===== config.mk =====
export PLATFORM = sky130hd
export DESIGN_NAME = trimmed_mean5_filter
export DESIGN_NICKNAME = d
export VERILOG_FILES = /design/src/rtl/trimmed_mean5_filter.sv
export SDC_FILE = /design/constraint.sdc
export NUM_CORES = 1
export LEC_CHECK = 0
export CORE_MARGIN = 2
export CORE_UTILIZATION = 62
export CTS_BUF_LIST = sky130_fd_sc_hd__clkbuf_4
export DETAILED_ROUTE_END_ITERATION = 8
export PLACE_DENSITY = 0.93
export RECOVER_POWER = 25
export SLEW_MARGIN = 10
export SYNTH_ARGS = -nofsm -noshare
export SYNTH_HDL_FRONTEND = slang
export SYNTH_SLANG_ARGS = --single-unit

===== constraint.sdc =====
create_clock -name clock -period 3.4 [get_ports clock]
set_input_delay 0.51 -clock clock [delete_from_list [all_inputs] [get_ports clock]]
set_output_delay 0.51 -clock clock [all_outputs]
set_load 0.02 [all_outputs]

===== src/rtl/trimmed_mean5_filter.sv =====
// -----------------------------------------------------------------------------
// trimmed_mean5_filter
//
// Purpose:
//   Sequential trimmed-mean filter for noisy sample streams. It collects a
//   five-sample window from a valid-qualified input stream. It sorts the window
//   over five cycles of odd-even transposition, then divides the sum of the
//   middle three values by 3 with a serial restoring divider. The sorted middle
//   values and the floor mean are published together with a one-cycle valid
//   pulse.
//
// Parameters:
//   WIDTH    bits per sample and per output value
//   SLIDING  1: the window slides by one sample after the first fill
//            0: block mode, five fresh samples per result
//
// Ports:
//   clock         system clock, rising edge
//   reset_n       asynchronous reset, active low
//   clear         synchronous abort; window count returns to zero
//   sample_valid  input sample is presented this cycle
//   sample        unsigned input sample
//   sample_ready  block accepts a sample this cycle (high only while filling)
//   result_valid  one-cycle pulse; mid_* and result were just updated
//   mid_low       2nd smallest value of the window
//   mid_mid       median of the window
//   mid_high      2nd largest value of the window
//   result        floor((mid_low + mid_mid + mid_high) / 3)
// -----------------------------------------------------------------------------
module trimmed_mean5_filter #(
    parameter int WIDTH   = 8,
    parameter bit SLIDING = 1'b1
) (
    input  logic             clock,
    input  logic             reset_n,
    input  logic             clear,
    input  logic             sample_valid,
    input  logic [WIDTH-1:0] sample,
    output logic             sample_ready,
    output logic             result_valid,
    output logic [WIDTH-1:0] mid_low,
    output logic [WIDTH-1:0] mid_mid,
    output logic [WIDTH-1:0] mid_high,
    output logic [WIDTH-1:0] result
);

    // The sum of three WIDTH-bit values needs two extra bits.
    localparam int SW        = WIDTH + 2;
    localparam int DIV_STEPS = WIDTH + 2;
    // A single step counter serves both the 5-phase sort and the divider.
    localparam int SCW       = (DIV_STEPS > 5) ? $clog2(DIV_STEPS) : 3;

    typedef enum logic [2:0] {
        ST_FILL,
        ST_SORT,
        ST_SUM,
        ST_DIV,
        ST_OUT
    } state_e;

    state_e             state_q, state_d;
    logic [2:0]         count_q, count_d;
    logic [WIDTH-1:0]   win_q [5];
    logic [WIDTH-1:0]   win_d [5];
    logic [WIDTH-1:0]   srt_q [5];
    logic [WIDTH-1:0]   srt_d [5];
    logic [SCW-1:0]     step_q, step_d;
    logic [SW-1:0]      dvd_q, dvd_d;
    logic [1:0]         rem_q, rem_d;
    logic [WIDTH-1:0]   quo_q, quo_d;

    logic               result_valid_q, result_valid_d;
    logic [WIDTH-1:0]   mid_low_q, mid_low_d;
    logic [WIDTH-1:0]   mid_mid_q, mid_mid_d;
    logic [WIDTH-1:0]   mid_high_q, mid_high_d;
    logic [WIDTH-1:0]   result_q, result_d;

    logic               accept;
    logic [2:0]         rem_shift;
    logic [2:0]         rem_sub;

    assign sample_ready = (state_q == ST_FILL);
    assign accept       = sample_valid && sample_ready;

    always_comb begin
        state_d        = state_q;
        count_d        = count_q;
        win_d          = win_q;
        srt_d          = srt_q;
        step_d         = step_q;
        dvd_d          = dvd_q;
        rem_d          = rem_q;
        quo_d          = quo_q;
        result_valid_d = 1'b0;
        mid_low_d      = mid_low_q;
        mid_mid_d      = mid_mid_q;
        mid_high_d     = mid_high_q;
        result_d       = result_q;
        rem_shift      = {rem_q, dvd_q[SW-1]};
        rem_sub        = rem_shift - 3'd3;

        case (state_q)
            ST_FILL: begin
                if (accept) begin
                    for (int k = 0; k < 4; k++) begin
                        win_d[k] = win_q[k+1];
                    end
                    win_d[4] = sample;
                    count_d  = count_q + 3'd1;
                    if (count_q == 3'd4) begin
                        // Snapshot of the window including the incoming sample.
                        for (int k = 0; k < 4; k++) begin
                            srt_d[k] = win_q[k+1];
                        end
                        srt_d[4] = sample;
                        step_d   = '0;
                        state_d  = ST_SORT;
                    end
                end
            end

            ST_SORT: begin
                // Even phases pair (0,1),(2,3); odd phases pair (1,2),(3,4).
                // Pairs within one phase never overlap, so reading srt_q is safe.
                for (int k = 0; k < 4; k++) begin
                    if (((k % 2) == int'(step_q[0])) && (srt_q[k] > srt_q[k+1])) begin
                        srt_d[k]   = srt_q[k+1];
                        srt_d[k+1] = srt_q[k];
                    end
                end
                if (step_q == SCW'(4)) begin
                    state_d = ST_SUM;
                end else begin
                    step_d = step_q + SCW'(1);
                end
            end

            ST_SUM: begin
                dvd_d   = SW'(srt_q[1]) + SW'(srt_q[2]) + SW'(srt_q[3]);
                rem_d   = '0;
                quo_d   = '0;
                step_d  = '0;
                state_d = ST_DIV;
            end

            ST_DIV: begin
                // Restoring division by 3, one dividend bit per cycle, MSB first.
                // The remainder is always < 3, so it fits in two bits.
                dvd_d = dvd_q << 1;
                if (rem_shift >= 3'd3) begin
                    rem_d = rem_sub[1:0];
                    quo_d = WIDTH'({quo_q, 1'b1});
                end else begin
                    rem_d = rem_shift[1:0];
                    quo_d = WIDTH'({quo_q, 1'b0});
                end
                if (step_q == SCW'(DIV_STEPS - 1)) begin
                    state_d = ST_OUT;
                end else begin
                    step_d = step_q + SCW'(1);
                end
            end

            ST_OUT: begin
                mid_low_d      = srt_q[1];
                mid_mid_d      = srt_q[2];
                mid_high_d     = srt_q[3];
                result_d       = quo_q;
                result_valid_d = 1'b1;
                state_d        = ST_FILL;
                count_d        = SLIDING ? 3'd4 : 3'd0;
            end

            default: begin
                state_d = ST_FILL;
                count_d = 3'd0;
            end
        endcase

        // clear wins over a simultaneous accept but leaves an OUT update intact.
        if (clear) begin
            state_d = ST_FILL;
            count_d = 3'd0;
            win_d   = win_q;
        end
    end

    always_ff @(posedge clock or negedge reset_n) begin
        if (!reset_n) begin
            state_q        <= ST_FILL;
            count_q        <= 3'd0;
            for (int k = 0; k < 5; k++) begin
                win_q[k] <= '0;
                srt_q[k] <= '0;
            end
            step_q         <= '0;
            dvd_q          <= '0;
            rem_q          <= '0;
            quo_q          <= '0;
            result_valid_q <= 1'b0;
            mid_low_q      <= '0;
            mid_mid_q      <= '0;
            mid_high_q     <= '0;
            result_q       <= '0;
        end else begin
            state_q        <= state_d;
            count_q        <= count_d;
            win_q          <= win_d;
            srt_q          <= srt_d;
            step_q         <= step_d;
            dvd_q          <= dvd_d;
            rem_q          <= rem_d;
            quo_q          <= quo_d;
            result_valid_q <= result_valid_d;
            mid_low_q      <= mid_low_d;
            mid_mid_q      <= mid_mid_d;
            mid_high_q     <= mid_high_d;
            result_q       <= result_d;
        end
    end

    assign result_valid = result_valid_q;
    assign mid_low      = mid_low_q;
    assign mid_mid      = mid_mid_q;
    assign mid_high     = mid_high_q;
    assign result       = result_q;

endmodule


Word-level counts from Yosys, hierarchy flattened:

Index checks and enable logic that the tools add are counted.

* register bits after elaboration: 135
* input port bits: 12
* output and inout bits: 34
* word-level logic and storage cells: 99

* $add $sub $neg: 5
* $lt $le $gt $ge: 5
* equal/unequal tests: 21
* muxes and demuxes: 27
* bitwise logic cells: 2
* reduce and logical (&&, ||, !) cells: 19

Operators with widths (number)
* $mux W40: 2
* $pmux W40 S2: 1
* $mux W16: 4
* $gt A8 B8 Y1: 4
* $reduce_and A4 Y1: 6
* $mux W3: 7
* $pmux W10 S2: 1
* $mux W4: 4
* $pmux W4 S4: 1
* $pmux W8 S2: 1
* $ne A3 B3 Y1 const B: 5
* $pmux W3 S4: 1
* $add A9 B8 Y10: 1
* $add A8 B8 Y9: 1
* $pmux W3 S3: 1
* $ne A2 B2 Y1 const B: 4
* $eq A3 B2 Y1 const B: 2
* $eq A3 B3 Y1 const B: 2
* $ne A2 B1 Y1 const B: 3
* $ne A3 B2 Y1 const B: 2
* $logic_and A1 B1 Y1: 5
* $reduce_and A5 Y1: 1
* $add A4 B1 Y4 const B: 1
* $eq A4 B3 Y1 const B: 1
* other kinds (15): 18

Longest topological paths before layout:

Gate-level depths: netlist of run 1.

* word-level depth: 7
* depth in mapped cells: 13
* mapped depth without buffers: 13

Worst setup path after synthesis of run 1:

OpenSTA, ideal clock, no wires.

* kind: register -> register
* from: register srt_q[9] (netlist bit)
* to: register dvd_q[7]
* setup time: 0.065 ns
* arrival: 2.542 ns
* required time: 3.335 ns
* slack: 0.793 ns
* stages on the path, launching flop included: 12
* path buffers: 0
* period minus slack after synthesis: 2.607 ns
* path through: dfrtp_1 -> fa_1 -> ha_1 -> inv_1 -> fa_1 -> nor2b_1 -> o21ai_1 -> a21boi_0 -> o21ai_1 -> nor3b_1 -> o311ai_1 -> o21a_1

* longest elaborated chain between the ends: 2

RTL lines
* from (decl): RTL line 65 `logic [WIDTH-1:0] srt_q [5];`
* from (signal assigned): RTL line 209 `srt_q <= srt_d;`
* $add A9 B8 Y10: RTL line 139 `dvd_d = SW'(srt_q[1]) + SW'(srt_q[2]) + SW'(srt_q[3]);`
* $pmux W10 S2: RTL line 102 `case (state_q)`
* to (signal assigned): RTL line 211 `dvd_q <= dvd_d;`
* to (decl): RTL line 68 `logic [SW-1:0] dvd_q, dvd_d;`

No other way between the ends.
A chain may end at the register's enable or synchronous reset.

Worst setup path in the final report of run 1:

* from: register srt_q[8] (netlist bit)
* to: register dvd_q[7]

The elaborated chain is that of the path after synthesis.

==> out/metrics.yaml, run 1 <==
slowest_delay_ns: 0.43
area_growth_pct: 11.97
synth_nets: 729
min_period_over_period_pct: 92.15
whs_path_depth: 2
setup_viol: 0
wire_per_inst_um: 20.94
p_total_w: 0.006311
cellPowerDensity_nw_per_um2: 777.2
avgSynthCellArea_um2: 10.94
yosysTopAreaCell: "dfrtp_1"
antenna_found_initial: 0
fp.dieH_um: 112.2
hold_violations: 0
required_ns: 3.90
fp.dieArea_um2: 12580
synth_seq_cells: 135
finalSetupTns_ns: 0
ir_drop_uv: 558.5
boundaryPins: 46
placed_area_um2: 7841
gp_congestion: 0.9514
seq_area_frac_synth_pct: 46.58
clockRootBuffer: "clkbuf_4"
busiest_layer: "met2"
final_core_util_pct: 71.12
vias_per_cell: 6.349
start_kind: "register"
critical_path.most_common_cell: "inv_1"
grt_pass1_vias: 5617
crit_fanout: 5
pre_cts_ws_ns: 0.3988
tightestPinTransition_ns: 2.021
stdcell_area_um2: 8120
finalMaxSlewViolations: 37
cts_buffers: 17
synth_most_common_cell: "dfrtp_1"
antenna_left: 0
hold_class: "register to register"
drive_gt1_share_pct: 15.37
cts_tree: "done"
rows: 39
yosys_warnings: 0
routed_wirelength_mm: 18.11
synthCells: 663
route.vias.total: 5492
grt-ovfl-total: 0
insertedDiodeCount: 0
clk_latency_ns: 0.56
nFillCells: 809
gr-usage-met1_pct: 39.10
start_util_pct: 63.51
drt_iter0_drc: 685
yosys-top-cells-area: "dfrtp_1, mux2_2, ha_1"
core-area_um2: 11420
drt-pass1-iter-count: 5
synth-async-reset-ratio_pct: 100.0
die_w_um: 112.2
setup.worst_path.class: "register to register"
synth_cell_type_count: 55
nets: 776
grt_max_degree: 50
groute.layer.met2.usage_pct: 47.59
clk_pin_slew_ns: 0.11
period_minus_slack_ns: 3.133
relSlewSlack_pct: -34.73
route.detailed.drc: 0
cts-htree-levels: 4
synth_ff_type: "dfrtp_1"
cts_max_path_buffers: 2
cp_num_buf_inv: 3
grt_util_all_layers_pct: 30.12
crit_cells: 13
violations: "max-capacitance violations, max-slew violations"
p_leak_nw: 3.851
yosysTopAreaCellShare_pct: 46.58
fin_ws_ns: 0.2668
end_kind: "register"
syn_area_um2: 7252
grtUsageMet3_pct: 7.991
dp_hpwl_mm: 13.06
grt_pass1_wl_mm: 29.24
max_cap_violations: 1
clkSinkCount: 135
slowest_stage: "dfrtp_1"
status: "finished with violations"
port_buffers: 45
worstPathArrival_ns: 3.64
fmax_ghz: 0.3192
skew_ns: 0.01493
cts_setup_buffers: 0
cp_top_family: "adder cells"
synth_edf_count: 0
r2r_cells: 13
synth_top_cells_by_count: "dfrtp_1, nand2_1, mux2_2, inv_1, ha_1"
rsz0062_at_grt: "no"
crit_chain: "inv_1, fa_1, inv_1, ha_1, inv_1, fa_1, nor2b_1, o21ai_1, a21boi_0, o21ai_1, nor3b_1, o311ai_1, o21a_1"
## cells in the final DEF, fill, tap and decap left out, types with 16 or more instances in the layout
| cell | n |
|---|---|
| a21oi_1 | 24 |
| ha_1 | 45 |
| a221oi_1 | 16 |
| inv_1 | 46 |
| clkdlybuf4s50_1 | 44 |
| mux2_2 | 53 |
| mux2_1 | 19 |
| clkbuf_4 | 18 |
| o21ai_0 | 21 |
| dfrtp_1 | 135 |
| nor2_1 | 25 |
| nand2_1 | 85 |
| mux2i_1 | 28 |
## final timing paths
check / from / end / slack (ns)
worst max register to register: srt_q[8] / dvd_q[7] / 0.27
worst max-delay path: srt_q[8] / dvd_q[7] / 0.27
min in group asynchronous: reset_n / rem_q[1] / 1.06
max in group asynchronous: reset_n / mid_high[0] / 1.04
worst min register to register: quo_q[7] / quo_q[7] / 0.48
worst min-delay path: quo_q[7] / quo_q[7] / 0.48
## cell families (layout without fill, tap and decap cells)
kind of cell               count (synthesis)  count (layout)  share of synthesized area (%)
xor gates and xnor gates                   4               4                         0.4832
adders and majority gates                 54              54                          10.25
AOI/OAI and AO/OA                        114             114                          10.58
buffers and inverters                     80             139                          4.710
and+or+nand+nor                          168             168                          10.70
DFF                                      135             135                          46.58
muxes                                    108             108                          16.70
## area by class of cell
class | instances | area (um2) | share of cell area [%]
repair buffers | 60 | 571.8 | 7.042
inverters | 48 | 180.2 | 2.219
well taps | 143 | 178.9 | 2.203
clock buffers | 18 | 135.1 | 1.664
flip-flops and latches | 135 | 3378 | 41.60
multi-input cells | 448 | 3538 | 43.57
clock inverters | 13 | 137.6 | 1.695
## per-stage QoR
| step | hold WS [ns] | instances |
|---|---|---|
| finish | 0.4761 | 865 |
| global route | 0.5190 | 865 |
| CTS | 0.4345 | 865 |
| detailed placement | 0.4593 | 833 |
| global placement | 0.4489 | 833 |
| floorplan | 0.2144 | 663 |
## power breakdown
group / switching [W] / total (W) / leakage [nW] / internal (W)
registers: 0.000513 / 0.00246 / 1.73 / 0.00195
clock network: 0.000564 / 0.00106 / 0.151 / 0.000496
logic: 0.00155 / 0.00279 / 1.97 / 0.00124
total: 0.00263 / 0.00631 / 3.85 / 0.00368
## metal layers
metal / vias up / share of wire (%) / wire length [um]
li1: 2426 / - / -
met1: 2723 / 40 / 7299
met2: 273 / 47 / 8507
met3: 70 / 8.3 / 1498
met4: 0 / 4.5 / 806
met5: - / 0 / 0
## timing repair
action	CTS	global route
resized for setup	0	0
hold buffers	1	0
hold endpoints to repair	34	0
## worst reg2reg max path: cells and delay by family, from the launching register on
kind	cells	cell delay, ns
flops	1	0.43
simple gates	2	0.36
buf+inv	3	0.26
fa+ha+maj	3	1.01
compound gates	5	1.01
## registers in the layout, summed over array words and instances (netlist names), 4 cells and up
| signal | cells |
|---|---|
| dvd_q | 10 |
| result | 8 |
| mid_high | 8 |
| mid_mid | 8 |
| quo_q | 8 |
| mid_low | 8 |
| step_q | 4 |
| win_q | 32 |
| srt_q | 40 |
No activity file was read; power rests on OpenSTA's default activity.
==> run 2: changes to the inputs <==
- SLEW_MARGIN: 10 -> 20
==> results of run 2 <==
Final layout, timing and power as in run 1 (identical DEF).
==> run 3: changes to the inputs <==
- CORE_MARGIN: 2 -> 5
==> out/metrics.yaml, run 3 (synthesis gave the netlist of run 1 again) <==
top_regs: "srt_q x40, win_q x32, dvd_q x10"
status: "finished clean"
placed_area_um2: 7826
end_kind: "register"
cts-htree-levels: 4
route.detailed.drc: 0
start_kind: "register"
cp_num_buf_inv: 3
start_util_pct: 63.51
clk_pin_slew_ns: 0.12
cts_max_path_buffers: 2
largest_reg_flops: 40
crit_fanout: 5
cellPowerDensity_nw_per_um2: 759.4
clk_latency_ns: 0.56
wl_met1_mm: 6.910
slowest_stage: "dfrtp_1"
cts_hold_buf: 1
fin_ws_ns: 0.3845
p_leak_nw: 3.839
fp.dieArea_um2: 13960
finalSetupTns_ns: 0
hold_violations: 0
required_ns: 3.90
insertedDiodeCount: 0
dp_hpwl_mm: 12.58
gp_congestion: 0.9618
setup.worst_path.class: "register to register"
wire_per_inst_um: 20.06
drt_iter0_drc: 567
worstPathArrival_ns: 3.51
tightestPinTransition_ns: 1.451
route.met3.wl_mm: 1.374
nets: 774
layout_commonest_cell: "dfrtp_1"
boundaryPins: 46
r2r-end: "dvd_q[7]"
max_cap_violations: 0
die_w_um: 118.2
hold_class: "register to register"
route.vias.total: 5449
max_flop_register: "srt_q"
grt_pass1_vias: 5552
critical_path.most_common_cell: "inv_1"
pre_cts_ws_ns: 0.4008
port_buffers: 45
rows: 39
grt_pass1_wl_mm: 28.56
antenna_left: 0
crit_chain: "inv_1, fa_1, inv_1, ha_1, inv_1, fa_1, nor2b_1, o21ai_1, a21boi_0, o21ai_1, nor3b_1, o311ai_1, o21a_1"
final_cell_mix: "dfrtp_1, nand2_1, mux2_2"
r2r_cells: 13
holdPathEnd: "quo_q[7]"
slowest_delay_ns: 0.45
period_minus_slack_ns: 3.016
cts_tree: "done"
fp.dieH_um: 118.2
relSlewSlack_pct: 3.286
stdcell_area_um2: 8089
setup_viol: 0
grt-ovfl-total: 0
whs_path_depth: 2
cts_setup_buffers: 0
grt_util_all_layers_pct: 25.81
area_growth_pct: 11.54
cp_top_family: "adder cells"
final_core_util_pct: 70.84
route.met2.wl_mm: 8.322
routed_wirelength_mm: 17.33
rsz0062_at_grt: "no"
fmax_ghz: 0.3316
cts_buffers: 17
finalMaxSlewViolations: 0
p_total_w: 0.006143
reg2reg_from: "srt_q[8]"
min_period_over_period_pct: 88.69
clockRootBuffer: "clkbuf_4"
topRoutingLayerUsed: "met4"
skew_ns: 0.01589
clkSinkCount: 135
drive_gt1_share_pct: 15.67
grt_max_degree: 61
core-area_um2: 11420
drt-pass1-iter-count: 5
antenna_found_initial: 0
vias_per_cell: 6.307
cts.repair.resized: 0
hold_path.startpoint: "quo_q[7]"
r2r_slack_ns: 0.38
ir_drop_uv: 395.6
-- run 3: metal layers --
metal	GRT usage, %	vias to the layer above
met1	32.86	2688
met3	6.208	72
li1	-	2431
met2	41.24	258
met4	13.26	0
met5	0	-
-- run 3: worst min-delay path, stage by stage (launching register included) --
cell	delay, ns
dfrtp_1	0.38
nand2_1	0.05
nand2_1	0.05
-- run 3: worst max-delay path by stage --
stage	slack [ns]	start	depth (start not counted)	to
2_1_floorplan	0.79	srt_q[9]	11	dvd_q[7]
4_1_cts	0.39	srt_q[8]	13	dvd_q[7]
3_3_place_gp	0.64	srt_q[8]	13	dvd_q[7]
6_report	0.38	srt_q[8]	13	dvd_q[7]
5_1_grt	0.12	reset_n	3	win_q[16]
3_5_place_dp	0.40	srt_q[8]	13	dvd_q[7]
-- run 3: report_power, final --
part / switching [W] / internal, W / leakage [nW]
clock: 0.000594 / 0.000436 / 0.150
sequential: 0.000506 / 0.00195 / 1.73
combinational: 0.00145 / 0.00120 / 1.96
total: 0.00255 / 0.00359 / 3.84
-- run 3: through the flow --
| step | hold WS [ns] | cells |
|---|---|---|
| detailed placement | 0.4708 | 831 |
| finish | 0.4959 | 864 |
| CTS | 0.4981 | 864 |
| global route | 0.5122 | 864 |
| global placement | 0.4461 | 831 |
| floorplan | 0.2144 | 663 |
-- run 3: area by class of cell --
cell class,instances,area (um2)
tap,143,178.9
sequential,135,3378
clock inverter,14,135.1
multi-input combinational,448,3538
inverter,48,180.2
fill,816,3329
timing repair buffer,58,543.0
clock buffer,18,135.1
